--- config.mk ---
export PLATFORM = sky130hd
export DESIGN_NAME = luxor_slice
export DESIGN_NICKNAME = d
export VERILOG_FILES = /design/src/rtl/luxor_slice.sv
export SDC_FILE = /design/constraint.sdc
export NUM_CORES = 1
export LEC_CHECK = 0
export ABC_AREA = 1
export CAP_MARGIN = 20
export CORE_AREA = 3 3 176 178
export DETAILED_ROUTE_END_ITERATION = 10
export DIE_AREA = 0 0 179 181
export PLACE_DENSITY = 0.67
export SYNTH_ARGS = -nofsm -noshare
export SYNTH_HDL_FRONTEND = slang
export SYNTH_SLANG_ARGS = --single-unit
--- constraint.sdc ---
create_clock -name clk -period 6.25 [get_ports clk]
set_input_delay 1.875 -clock clk [delete_from_list [all_inputs] [get_ports clk]]
set_output_delay 1.875 -clock clk [all_outputs]
set_load 0.03 [all_outputs]
--- src/rtl/luxor_slice.sv ---
// luxor_slice: parametrised logic slice of NUM_QS quarter-slices. Each quarter
// has a 6-input fracturable LUT (O6/O5), a carry mux, optional XOR6 and
// XOR6-carry extensions and two synchronous flops. Configuration arrives
// through a word-serial valid/ready loader.
// Ports:
//   clk, GSR                  clock, synchronous active-high reset
//   A[6*NUM_QS]               LUT inputs, A[6q+5:6q] = A6..A1 of quarter q
//   AX, F78MUX [NUM_QS]       bypass / wide-mux inputs
//   CIN, COUT                 carry into q0 / out of last quarter
//   CE, SR                    shared clock enable, synchronous set/reset
//   O6_out, A_out, AMUX, AQ   per-quarter outputs
//   cfg_start, cfg_valid, cfg_data, cfg_ready, cfg_done   config loader
module luxor_slice #(
  parameter int NUM_QS    = 4,
  parameter int XOR6_MODE = 2,
  parameter int CFG_W     = 16
) (
  input  logic                  clk,
  input  logic                  GSR,
  input  logic [6*NUM_QS-1:0]   A,
  input  logic [NUM_QS-1:0]     AX,
  input  logic [NUM_QS-1:0]     F78MUX,
  input  logic                  CIN,
  input  logic                  CE,
  input  logic                  SR,
  output logic [NUM_QS-1:0]     O6_out,
  output logic [NUM_QS-1:0]     A_out,
  output logic [NUM_QS-1:0]     AMUX,
  output logic [NUM_QS-1:0]     AQ,
  output logic                  COUT,
  input  logic                  cfg_start,
  input  logic                  cfg_valid,
  input  logic [CFG_W-1:0]      cfg_data,
  output logic                  cfg_ready,
  output logic                  cfg_done
);
  localparam int QB = 77;
  localparam int NB = NUM_QS * QB;
  localparam int W  = (NB + CFG_W - 1) / CFG_W;
  localparam int CW = (W > 1) ? $clog2(W) : 1;

  typedef enum logic [1:0] {S_IDLE, S_LOAD, S_DONE} state_t;

  state_t          state, state_nxt;
  logic [CW-1:0]   cnt, cnt_nxt;
  // Only the NB used bits are stored: padding above NB never shifts back
  // into a used position, so dropping it leaves every field unchanged.
  logic [NB-1:0]   cfg, cfg_shift;
  logic            accept, finish;

  logic [NUM_QS-1:0] f1, f2, d1, d2;

  assign cfg_shift = {cfg[NB-CFG_W-1:0], cfg_data};
  // A start in the same cycle as valid restarts the count and drops the word.
  assign accept    = (state == S_LOAD) && cfg_valid && !cfg_start;
  assign finish    = accept && (cnt == CW'(W - 1));

  always_comb begin
    state_nxt = state;
    cnt_nxt   = cnt;
    cfg_ready = 1'b0;
    cfg_done  = 1'b0;
    case (state)
      S_IDLE: begin
        if (cfg_start) begin
          state_nxt = S_LOAD;
          cnt_nxt   = '0;
        end
      end
      S_LOAD: begin
        cfg_ready = 1'b1;
        if (cfg_start) begin
          cnt_nxt = '0;
        end else if (accept) begin
          if (finish) state_nxt = S_DONE;
          else        cnt_nxt   = cnt + CW'(1);
        end
      end
      S_DONE: begin
        cfg_done = 1'b1;
        if (cfg_start) begin
          state_nxt = S_LOAD;
          cnt_nxt   = '0;
        end
      end
      default: state_nxt = S_IDLE;
    endcase
  end

  always_ff @(posedge clk) begin
    if (GSR) begin
      state <= S_IDLE;
      cnt   <= '0;
      cfg   <= '0;
    end else begin
      state <= state_nxt;
      cnt   <= cnt_nxt;
      if (accept) cfg <= cfg_shift;
    end
  end

  // Datapath for all quarters in one process so the carry ripples through a
  // local variable instead of a self-dependent vector.
  logic [5:0]  a;
  logic [63:0] lut;
  logic        o6, o5, x6, cinq, cin_eff, mux1, co, xor2, xor2x, x6_g, xor2x_g;
  logic [2:0]  sel4, sel5;
  logic [7:0]  amux_src, d2_src;

  always_comb begin
    a = '0; lut = '0; o6 = 1'b0; o5 = 1'b0; x6 = 1'b0; cin_eff = 1'b0;
    mux1 = 1'b0; co = 1'b0; xor2 = 1'b0; xor2x = 1'b0; x6_g = 1'b0;
    xor2x_g = 1'b0; sel4 = '0; sel5 = '0; amux_src = '0; d2_src = '0;
    O6_out = '0; AMUX = '0; d1 = '0; d2 = '0;
    cinq = CIN;
    for (int unsigned q = 0; q < NUM_QS; q++) begin
      a    = A[6*q +: 6];
      lut  = cfg[q*QB +: 64];
      o6   = lut[a];
      o5   = lut[{1'b0, a[4:0]}];
      x6   = ^a;
      sel4 = cfg[q*QB+70 +: 3];
      sel5 = cfg[q*QB+73 +: 3];
      if (XOR6_MODE == 2 && cfg[q*QB+76]) cin_eff = x6 ? cinq : a[0];
      else                                cin_eff = cinq;
      mux1    = cfg[q*QB+68] ? o5 : AX[q];
      co      = o6 ? cin_eff : mux1;
      xor2    = o6 ^ cin_eff;
      xor2x   = x6 ^ cinq;
      x6_g    = (XOR6_MODE >= 1) ? x6 : 1'b0;
      xor2x_g = (XOR6_MODE >= 2) ? xor2x : 1'b0;
      amux_src = {xor2x_g, x6_g, o6, o5, xor2, F78MUX[q], co, f1[q]};
      d2_src   = {xor2x_g, x6_g, co, F78MUX[q], xor2, AX[q], o5, o6};
      O6_out[q] = o6;
      AMUX[q]   = amux_src[sel4];
      d1[q]     = cfg[q*QB+69] ? o5 : AX[q];
      d2[q]     = d2_src[sel5];
      cinq      = co;
    end
    COUT = cinq;
  end

  assign A_out = O6_out;
  assign AQ    = f2;

  // INIT is taken from the word being accepted so it appears together with
  // cfg_done; this overrides the freeze that otherwise holds during LOAD.
  always_ff @(posedge clk) begin
    if (GSR) begin
      f1 <= '0;
      f2 <= '0;
    end else begin
      for (int unsigned q = 0; q < NUM_QS; q++) begin
        if (finish) begin
          f1[q] <= cfg_shift[q*QB+64];
          f2[q] <= cfg_shift[q*QB+65];
        end else if (state != S_LOAD) begin
          if (SR) begin
            f1[q] <= cfg[q*QB+66];
            f2[q] <= cfg[q*QB+67];
          end else if (CE) begin
            f1[q] <= d1[q];
            f2[q] <= d2[q];
          end
        end
      end
    end
  end
endmodule

==> flow_metrics.env <==
export IMPL_status="complete, no violations"
export IMPL_start_util=0.496
export IMPL_ys_dominant_reg_cell="dfxtp_1"
export IMPL_rr_startpoint="cfg[22]"
export IMPL_hold_class="reg2reg"
export IMPL_nets=2277
export IMPL_first_pass_iters=6
export IMPL_gp_congestion=0.880
export IMPL_rsz0062_at_grt="true"
export IMPL_yosysWarnings=0
export IMPL_p_leak_nw=7.87
export IMPL_cp_arrival_ns=4.27
export IMPL_power_frac_comb=0.141
export IMPL_syn_instance_count=2159
export IMPL_ant_nets=0
export IMPL_critical_path_class="in2out"
export IMPL_postSynthAreaPerCell_sq_um=6.80
export IMPL_cp_data_required_time_ns=4.38
export IMPL_min_period_over_period=0.983
export IMPL_clock_sinks=321
export IMPL_core_area_sq_mm=0.0296
export IMPL_r2r_end="AQ[3]"
export IMPL_drive_gt1_frac=0.112
export IMPL_switching_share=0.259
export IMPL_grt_max_degree=242
export IMPL_synth_most_common_cell="nor2_1"
export IMPL_cts_made_buffers=35
export IMPL_post_synth_top_area_cell="dfxtp_1"
export IMPL_die_w_microns=179
export IMPL_fmax_mhz=163
export IMPL_cts_tree="done"
export IMPL_yosys_top_cells_count="nor2_1 (574), o21ai_0 (429), dfxtp_1 (321), nand2_1 (225), a21oi_1 (152)"
export IMPL_dpl_hpwl_mm=26.7
export IMPL_seqPwrFrac=0.436
export IMPL_setup_slack_ns=0.105
export IMPL_maxCapViolCount=0
export IMPL_antennaDiodeCount=0
export IMPL_drv_slew=0
export IMPL_power_density_mw_per_mm2=286
export IMPL_seq_area_frac_synth=0.438
export IMPL_antenna_found_initial=0
export IMPL_track_usage=0.246
export IMPL_synth_area_leaders="dfxtp_1 (44%), nor2_1 (15%), o21ai_0 (15%), nand2_1 (5.8%), a21oi_1 (5.2%)"
export IMPL_cp_end_kind="output port"
export IMPL_insertion_delay_ns=0.51
export IMPL_synth_distinct_cells=39
export IMPL_vias_per_cell=5.50
export IMPL_p_clk_frac=0.423
export IMPL_fill_cells=2759
export IMPL_hold_viol_final=0
export IMPL_vdd_ir_drop_worst_uv=177
export IMPL_die_h_microns=181
export IMPL_r2r_setup_slack_ns=3.61
export IMPL_area_delta_synth_final_pct=20.6
export IMPL_place_ws_ns=-0.385
export IMPL_syn_num_nets=2215
export IMPL_htree_levels=2
export IMPL_dr_first_iter_drc_count=1228
export IMPL_cts_buffer_depth=3
export IMPL_start_kind="input pin"
export IMPL_use_met1=0.345
export IMPL_hp_start="cfg[298]"
export IMPL_drt_total_wl_mm=41.5
export IMPL_reg2reg_depth=24
export IMPL_met3_usage=0.0296
export IMPL_total_power_mw=5.07
export IMPL_cp_max_fo=4
export IMPL_p_int_mw=3.76
export IMPL_synth_edf_count=0
export IMPL_cp_startpoint="A[8]"
export IMPL_fin_cells=2635
export IMPL_dieArea_sq_mm=0.0324
export IMPL_max_slew_worst_pin_slew_ns=0.952
export IMPL_switchingPower_mw=1.31
export IMPL_fp_row_count=63
export IMPL_setup_viol=0
export IMPL_first_global_vias=13400
export IMPL_whs_path_depth=2
export IMPL_yosys_area_top_type_share=0.438
export IMPL_routedWlPerCell_microns=15.8
export IMPL_holdBufCountCts=0
export IMPL_ys_ff_latch=321
export IMPL_drcViolationCount=0
export IMPL_path_clk_slew_ns=0.06
export IMPL_placedCellCount=2554
export IMPL_grt_pass1_wl_mm=66.7
export IMPL_grt_busiest_layer="met2"
export IMPL_synth_async_reset_ratio=0
export IMPL_slew_headroom=0.365
export IMPL_top_level_ports=74
export IMPL_vias=14500
export IMPL_fin_crit_ns=6.14
export IMPL_hold_path_endpoint="cfg[298]"
export IMPL_fin_skew_ns=0.0151
export IMPL_portBuffers=73
export IMPL_overflow=0
export IMPL_met2_usage=0.399
export IMPL_synth_area_sq_mm=0.0147
export IMPL_clockRootBuffer="clkbuf_16"
==> what timing repair did <==
action / 4_1_cts / 5_1_grt
pin swaps: 15 / 48
cloned: 4 / 3
setup buffers: 5 / 8
gates resized for setup: 50 / 115
setup endpoints to repair: 5 / 4
endpoints found under the hold margin: 0 / 0
==> cells by family after synthesis <==
kind of cell,count (synthesis),share of synthesized area
fa+ha+maj,1,0.000853
simple gates,887,0.239
compound gates,657,0.232
flops,321,0.438
buf+inv,275,0.0782
xor+xnor,18,0.0125
==> registers in the layout (all words and copies together), names as in the netlist <==
name / cells
f1: 4
cnt: 5
AQ: 4
cfg: 306
state: 2
==> metal layers <==
metal	vias up	share of wire	wire, microns
li1	7222	-	-
met1	6797	0.45	18700
met2	400	0.48	19800
met3	68	0.051	2120
met4	0	0.023	952
met5	-	0	0
==> how the worst max path moves through the flow <==
stage | endpoint | cells after the start
finish | AMUX[2] | 19
global placement | AMUX[3] | 18
detailed placement | AMUX[3] | 18
floorplan | AMUX[3] | 20
global route | AMUX[2] | 23
CTS | AMUX[2] | 20
==> final cells by class <==
cell class,instances,area [sq um],area share
Clock inverter,5,100,0.00566
Clock buffer,56,1110,0.0626
Inverter,128,529,0.0299
Tap cell,390,488,0.0276
Timing Repair Buffer,170,1700,0.0959
Sequential cell,321,6430,0.363
Timing Repair inverter,2,15.0,0.000849
Multi-Input combinational cell,1563,7330,0.414
==> power groups by stage <==
stage	Sequential (mW)	Combinational, mW	Clock, mW
after detailed placement	2.25	0.644	0
after global routing	2.22	0.790	2.26
after global placement	2.25	0.636	0
final	2.21	0.713	2.15
after CTS	2.21	0.665	2.18
after floorplan	2.22	0.418	0
==> critical path: stages <==
cell	delay, ns
clkdlybuf4s15_1	0.25
nand2_1	0.13
inv_1	0.07
nor2_2	0.15
xnor2_2	0.13
xor2_1	0.23
inv_1	0.11
nand2_2	0.12
nand3_4	0.10
nand3_4	0.08
nand3_4	0.11
nand2_2	0.11
nand2_2	0.07
a21oi_2	0.11
a21oi_1	0.05
o22ai_1	0.12
nor2_1	0.06
a31oi_1	0.20
buf_4	0.20
==> placed cells by master (no fill, tap or decap), types with 10 or more instances in the layout <==
master and n:
xor2_1 10, nor2_1 564, buf_12 14, o22ai_1 36, dfxtp_1 321, clkdlybuf4s50_1 40, o211ai_1 14, nand3_1 48
clkbuf_16 40, buf_4 81, o21ai_0 408, a21oi_1 147, o21ai_1 30, buf_6 10, nand2_2 17, inv_1 114
clkbuf_8 11, nand2_1 209
==> through the flow <==
step	utilization	cell area, sq um	hold slack [ns]	TNS (ns)
after floorplan	-	14700	0.430	0
after global placement	0.540	15900	0.448	-0.934
after detailed placement	0.540	15900	0.455	-1.11
after CTS	0.585	17300	0.461	0
after global routing	0.599	17700	0.498	-0.179
final	0.599	17700	0.464	0
Power figures use the tool's default switching activity.
